<file path="src/rtl/match_argmax_pkg.sv">
// Shared constants and state type for the match-count argmax stage and the
// library-address generator that feeds the popcount-match stage.
package match_argmax_pkg;

  localparam int unsigned VEC_WIDTH    = 1100;
  localparam int unsigned POPCNT_WIDTH = $clog2(VEC_WIDTH + 1);
  localparam int unsigned LIB_DEPTH    = 1024;
  localparam int unsigned IDX_WIDTH    = $clog2(LIB_DEPTH);

  typedef enum logic {
    ACCUM = 1'b0,
    HOLD  = 1'b1
  } state_t;

endpackage

</file>
<file path="src/rtl/match_argmax_cmp.sv">
// Registered compare/update of the running (idx, count[, second]) best tuple.
// Optional second-best tracking is enabled by MATCH_ARGMAX_SECOND_EN.
module match_argmax_cmp #(
  parameter int unsigned CNT_W     = match_argmax_pkg::POPCNT_WIDTH,
  parameter int unsigned IDX_W     = match_argmax_pkg::IDX_WIDTH,
  parameter int unsigned MIN_MATCH = 0
) (
  input  logic             clk,
  input  logic             rst_n,
  input  logic             load,
  input  logic             first,
  input  logic             last,
  input  logic [IDX_W-1:0] idx,
  input  logic [CNT_W-1:0] count,
  output logic [IDX_W-1:0] best_idx,
  output logic [CNT_W-1:0] best_count,
`ifdef MATCH_ARGMAX_SECOND_EN
  output logic [CNT_W-1:0] second_count,
  output logic             ambiguous,
`endif
  output logic             found
);

  logic [IDX_W-1:0] idx_nxt;
  logic [CNT_W-1:0] cnt_nxt;
  logic             found_nxt;

  // Strictly-greater replace keeps the lowest index on ties.
  always_comb begin
    idx_nxt = best_idx;
    cnt_nxt = best_count;
    if (first || (count > best_count)) begin
      idx_nxt = idx;
      cnt_nxt = count;
    end
    found_nxt = (cnt_nxt >= CNT_W'(MIN_MATCH)) && (cnt_nxt != '0);
  end

  always_ff @(posedge clk or negedge rst_n) begin
    if (!rst_n) begin
      best_idx   <= '0;
      best_count <= '0;
      found      <= 1'b0;
    end else if (load) begin
      best_idx   <= idx_nxt;
      best_count <= cnt_nxt;
      if (last) found <= found_nxt;
    end
  end

`ifdef MATCH_ARGMAX_SECOND_EN
  logic [CNT_W-1:0] sec_nxt;

  // Old best drops to second on a new max; ties with best also land in second.
  always_comb begin
    sec_nxt = second_count;
    if (first) begin
      sec_nxt = '0;
    end else if (count > best_count) begin
      sec_nxt = best_count;
    end else if ((count == best_count) || (count > second_count)) begin
      sec_nxt = count;
    end
  end

  always_ff @(posedge clk or negedge rst_n) begin
    if (!rst_n) begin
      second_count <= '0;
      ambiguous    <= 1'b0;
    end else if (load) begin
      second_count <= sec_nxt;
      if (last) ambiguous <= found_nxt && (cnt_nxt == sec_nxt);
    end
  end
`endif

endmodule

</file>
<file path="src/rtl/match_argmax.sv">
// Best-match (argmax) over a streamed frame of library match counts, one
// registered result per frame. MATCH_ARGMAX_SECOND_EN adds second-best outputs.
module match_argmax #(
  parameter int unsigned POPCNT_WIDTH = match_argmax_pkg::POPCNT_WIDTH,
  parameter int unsigned LIB_DEPTH    = match_argmax_pkg::LIB_DEPTH,
  parameter int unsigned IDX_WIDTH    = $clog2(LIB_DEPTH),
  parameter int unsigned MIN_MATCH    = 0
) (
  input  logic                    clk,
  input  logic                    rst_n,
  input  logic [POPCNT_WIDTH-1:0] match_count,
  input  logic                    in_last,
  input  logic                    in_valid,
  output logic                    this_ready,
  output logic                    out_valid,
  input  logic                    next_ready,
  output logic [IDX_WIDTH-1:0]    best_idx,
  output logic [POPCNT_WIDTH-1:0] best_count,
`ifdef MATCH_ARGMAX_SECOND_EN
  output logic [POPCNT_WIDTH-1:0] second_count,
  output logic                    ambiguous,
`endif
  output logic                    found
);

  import match_argmax_pkg::*;

  state_t               state;
  state_t               state_nxt;
  logic [IDX_WIDTH-1:0] cur_idx;
  logic [IDX_WIDTH-1:0] idx_nxt;
  logic                 ready_nxt;
  logic                 valid_nxt;
  logic                 in_fire;
  logic                 frame_end;

  assign in_fire   = in_valid & this_ready;
  assign frame_end = in_last | (cur_idx == IDX_WIDTH'(LIB_DEPTH - 1));

  always_ff @(posedge clk or negedge rst_n) begin
    if (!rst_n) begin
      state      <= ACCUM;
      cur_idx    <= '0;
      this_ready <= 1'b1;
      out_valid  <= 1'b0;
    end else begin
      state      <= state_nxt;
      cur_idx    <= idx_nxt;
      this_ready <= ready_nxt;
      out_valid  <= valid_nxt;
    end
  end

  // Handshakes are registered from the next state so they align with it.
  always_comb begin
    state_nxt = state;
    idx_nxt   = cur_idx;
    case (state)
      ACCUM: begin
        if (in_fire) begin
          if (frame_end) begin
            idx_nxt   = '0;
            state_nxt = HOLD;
          end else begin
            idx_nxt = cur_idx + IDX_WIDTH'(1);
          end
        end
      end
      HOLD: begin
        if (out_valid && next_ready) state_nxt = ACCUM;
      end
      default: state_nxt = ACCUM;
    endcase
    ready_nxt = (state_nxt == ACCUM);
    valid_nxt = (state_nxt == HOLD);
  end

  match_argmax_cmp #(
    .CNT_W     (POPCNT_WIDTH),
    .IDX_W     (IDX_WIDTH),
    .MIN_MATCH (MIN_MATCH)
  ) u_cmp (
    .clk          (clk),
    .rst_n        (rst_n),
    .load         (in_fire),
    .first        (cur_idx == '0),
    .last         (frame_end),
    .idx          (cur_idx),
    .count        (match_count),
    .best_idx     (best_idx),
    .best_count   (best_count),
`ifdef MATCH_ARGMAX_SECOND_EN
    .second_count (second_count),
    .ambiguous    (ambiguous),
`endif
    .found        (found)
  );

endmodule

</file>
<file path="config.mk">
export PLATFORM = sky130hd
export DESIGN_NAME = match_argmax
export DESIGN_NICKNAME = d
export VERILOG_FILES = /design/src/rtl/match_argmax_pkg.sv /design/src/rtl/match_argmax_cmp.sv /design/src/rtl/match_argmax.sv
export SDC_FILE = /design/constraint.sdc
export NUM_CORES = 1
export LEC_CHECK = 0
export ABC_AREA = 1
export CORE_MARGIN = 5
export CORE_UTILIZATION = 45
export CTS_CLUSTER_SIZE = 16
export DETAILED_ROUTE_END_ITERATION = 8
export PLACE_DENSITY = 0.71
export REMOVE_ABC_BUFFERS = 1
export SLEW_MARGIN = 20
export SYNTH_ARGS = -nofsm -noshare
export SYNTH_HDL_FRONTEND = slang
export SYNTH_SLANG_ARGS = --single-unit
</file>
<file path="constraint.sdc">
create_clock -name clk -period 2.08 [get_ports clk]
set_input_delay 0.416 -clock clk [delete_from_list [all_inputs] [get_ports clk]]
set_output_delay 0.416 -clock clk [all_outputs]
set_load 0.05 [all_outputs]
</file>
==> results.toml <==
[outcome]
status = "complete, no violations"

[timing]
finalClockSkew_ps = 2.90
tightestPinTransition_ps = 505
fin_tns_setup_ps = 0
fin_crit_sh_pct = 95.3
setup-violations-final = 0
max_freq_ghz = 0.504
finalHoldViolations = 0
relSlewSlack_pct = 66.2
drv_slew = 0
period_needed_ps = 1980

[route]
drc = 0
wl_um = 4490
final_antenna_net_count = 0
drtIter0Drc = 81
vias = 1737
firstDrtPassIters = 4
vias_per_cell = 4.89
wl_per_cell_um = 12.7

[placed_design]
post-dp-hpwl_um = 3500
gp_congestion = 0.797
port_buffers = 39

[clock_network]
clock-sinks = 34
clockBufferDepth = 2
root_buffer = "clkbuf_8"
clock_latency_ps = 280
clk_pin_slew_ps = 60
cts_setup_buffers = 0
cts_buffers = 5
cts_max_level = 2
cts_tree = "built"
cts-hold-fix-buffers = 0

[synth]
synth_top_area_cell = "dfrtp_1"
synth_area_per_cell_um2 = 8.09
synth_most_common_cell = "nand2_1"
synth_edf_count = 0
seq_area_frac_synth_pct = 43.2
synth_commonest_cells = "nand2_1 (69), inv_1 (34), dfrtp_1 (33)"
ys_seq_elements = 34
yosys-top-cells-area = "dfrtp_1 (42%), nand2_1 (13%), ha_1 (8.2%)"
ys.flop_type = "dfrtp_1"
synthesis.area_um2 = 1970
async_reset_ff_share_pct = 100
ys_types = 25
syn_inst = 244
synth_top_area_share_pct = 41.8
yosys_warnings = 0

[worst_setup_path]
worstPathArrival_ps = 2160
crit_required_ps = 2260
start_kind = "primary input"
crit_path_end_kind = "flip-flop"
worstSetupPathType = "primary input to flip-flop"
cp_max_fo = 11

[die]
pin_count = 40
fp.dieW_um = 76.2
core_um2 = 4290
start_util_pct = 46.0
fp.dieH_um = 76.2
num_rows = 24
die-area_um2 = 5810

[final_layout]
fillerInstances = 397
drive_gt1_share_pct = 21.1
fin_nets = 331
diodes = 0
area_delta_synth_final_pct = 35.2

[grt]
grt_max_degree = 35
grt_pass1_wl_um = 7710
antenna_found_initial = 0
grt_pass1_vias = 1667
grt_overflow = 0
grt.total_usage_pct = 16.1

[worst_hold_path]
min-delay-path-class = "flip-flop to flip-flop"

[power_and_ir_drop]
p_leak_nw = 1.38
power_density_nw_per_um2 = 1220
p_total_mw = 3.26
ir_worst_vdd_uv = 741

[run]
max-cap-violations = 0
critical path: stages:
cell and delay (ps):
clkdlybuf4s50_1 450, ha_1 320, nand2_1 70, inv_2 60, nand2_2 60, nor2_4 90
nand4_1 120, nand2_2 110, nand2_4 70, buf_6 140, nand2_1 60, nand3_1 60
nand2_1 80, inv_1 40
layout make-up:
class	count	area (µm²)	share of cell area [%]
multi-input cells	161	941	35.2
repair buffers	56	554	20.8
inverters	44	166	6.23
clock buffers	7	86.3	3.23
flip-flops and latches	34	852	31.9
well taps	52	65.1	2.44
clock inverters	1	5.00	0.187
cells in the final DEF, fill, tap and decap left out:
cell | Yosys | routed
nor3_1 | 5 | 5
nor4_1 | 5 | 5
nand3b_1 | 3 | 3
buf_6 | 3 | 1
o21ai_2 | 12 | 12
inv_1 | 34 | 34
clkdlybuf4s50_1 | 0 | 34
dfrtp_1 | 33 | 33
nand4_1 | 3 | 3
nand3_1 | 18 | 18
clkbuf_1 | 1 | 1
buf_12 | 0 | 2
clkbuf_8 | 0 | 6
nor2_4 | 0 | 1
nand2_1 | 69 | 69
inv_2 | 9 | 9
clkinv_2 | 1 | 2
ha_1 | 13 | 11
o21ai_0 | 4 | 4
dfstp_2 | 1 | 1
nand2_2 | 6 | 6
buf_4 | 1 | 15
dlymetal6s2s_1 | 0 | 4
nand3_2 | 1 | 1
nand2_4 | 2 | 2
ha_4 | 0 | 2
nor2_1 | 9 | 9
xor2_1 | 1 | 1
a21oi_1 | 5 | 5
nor2_2 | 3 | 2
nor3_2 | 2 | 2
stage by stage:
stage / hold WS, ps / util [%] / std cells / setup slack [ps] / area, µm²
after global placement: 466 / 59.0 / 347 / -106 / 2530
after floorplan: 120 / - / 239 / 12.6 / 1930
final: 482 / 62.2 / 355 / 97.3 / 2670
after global routing: 499 / 62.2 / 355 / -16.7 / 2670
after detailed placement: 469 / 59.0 / 347 / -197 / 2530
after CTS: 486 / 61.2 / 355 / 104 / 2630
state kept, by name, indices dropped and copies added (netlist names):
register          count
u_cmp.best_idx       10
u_cmp.best_count     11
this_ready            1
u_cmp.found           1
cur_idx              10
state                 1
report_power, final:
part           switching, mW  total [mW]  internal [mW]
clock network          0.222       0.488          0.267
logic                   1.14        1.79          0.650
registers              0.158       0.984          0.827
total                   1.52        3.26           1.74
per-layer routing:
metal	wire length, µm	GRT usage [%]	vias up	part of all wire, %
li1	-	-	882	-
met1	2030	22.1	808	45
met2	2200	25.0	40	49
met3	178	2.96	7	4.0
met4	77	6.29	0	1.7
met5	0	0	-	0
cell families after synthesis:
family	synth area share, %
adders and majority gates	8.24
AOI/OAI and AO/OA	7.60
DFF	43.2
buffers and inverters	10.7
xor gates and xnor gates	0.444
and+or+nand+nor	29.8
worst paths after layout:
path                            cells past startpoint                             from                          endpoint  slack, ps
worst max-delay path                               14                  match_count[10]           u_cmp.found$_DFFE_PN0P_        100
worst min-delay path                                2    u_cmp.best_idx[9]$_DFFE_PN0P_     u_cmp.best_idx[9]$_DFFE_PN0P_        480
worst max register to register                     14  u_cmp.best_count[4]$_DFFE_PN0P_           u_cmp.found$_DFFE_PN0P_        220
worst min register to register                      2    u_cmp.best_idx[9]$_DFFE_PN0P_     u_cmp.best_idx[9]$_DFFE_PN0P_        480
max in group asynchronous                           2                            rst_n              this_ready$_DFF_PN1_       1210
min in group asynchronous                           2                            rst_n  u_cmp.best_count[10]$_DFFE_PN0P_        540
timing repair:
action / 4_1_cts / 5_1_grt
endpoints found under the setup margin: 0 / 2
endpoints found under the hold margin: 0 / 0
gates resized for setup: 0 / 8
No activity file was read; power rests on OpenSTA's default activity.
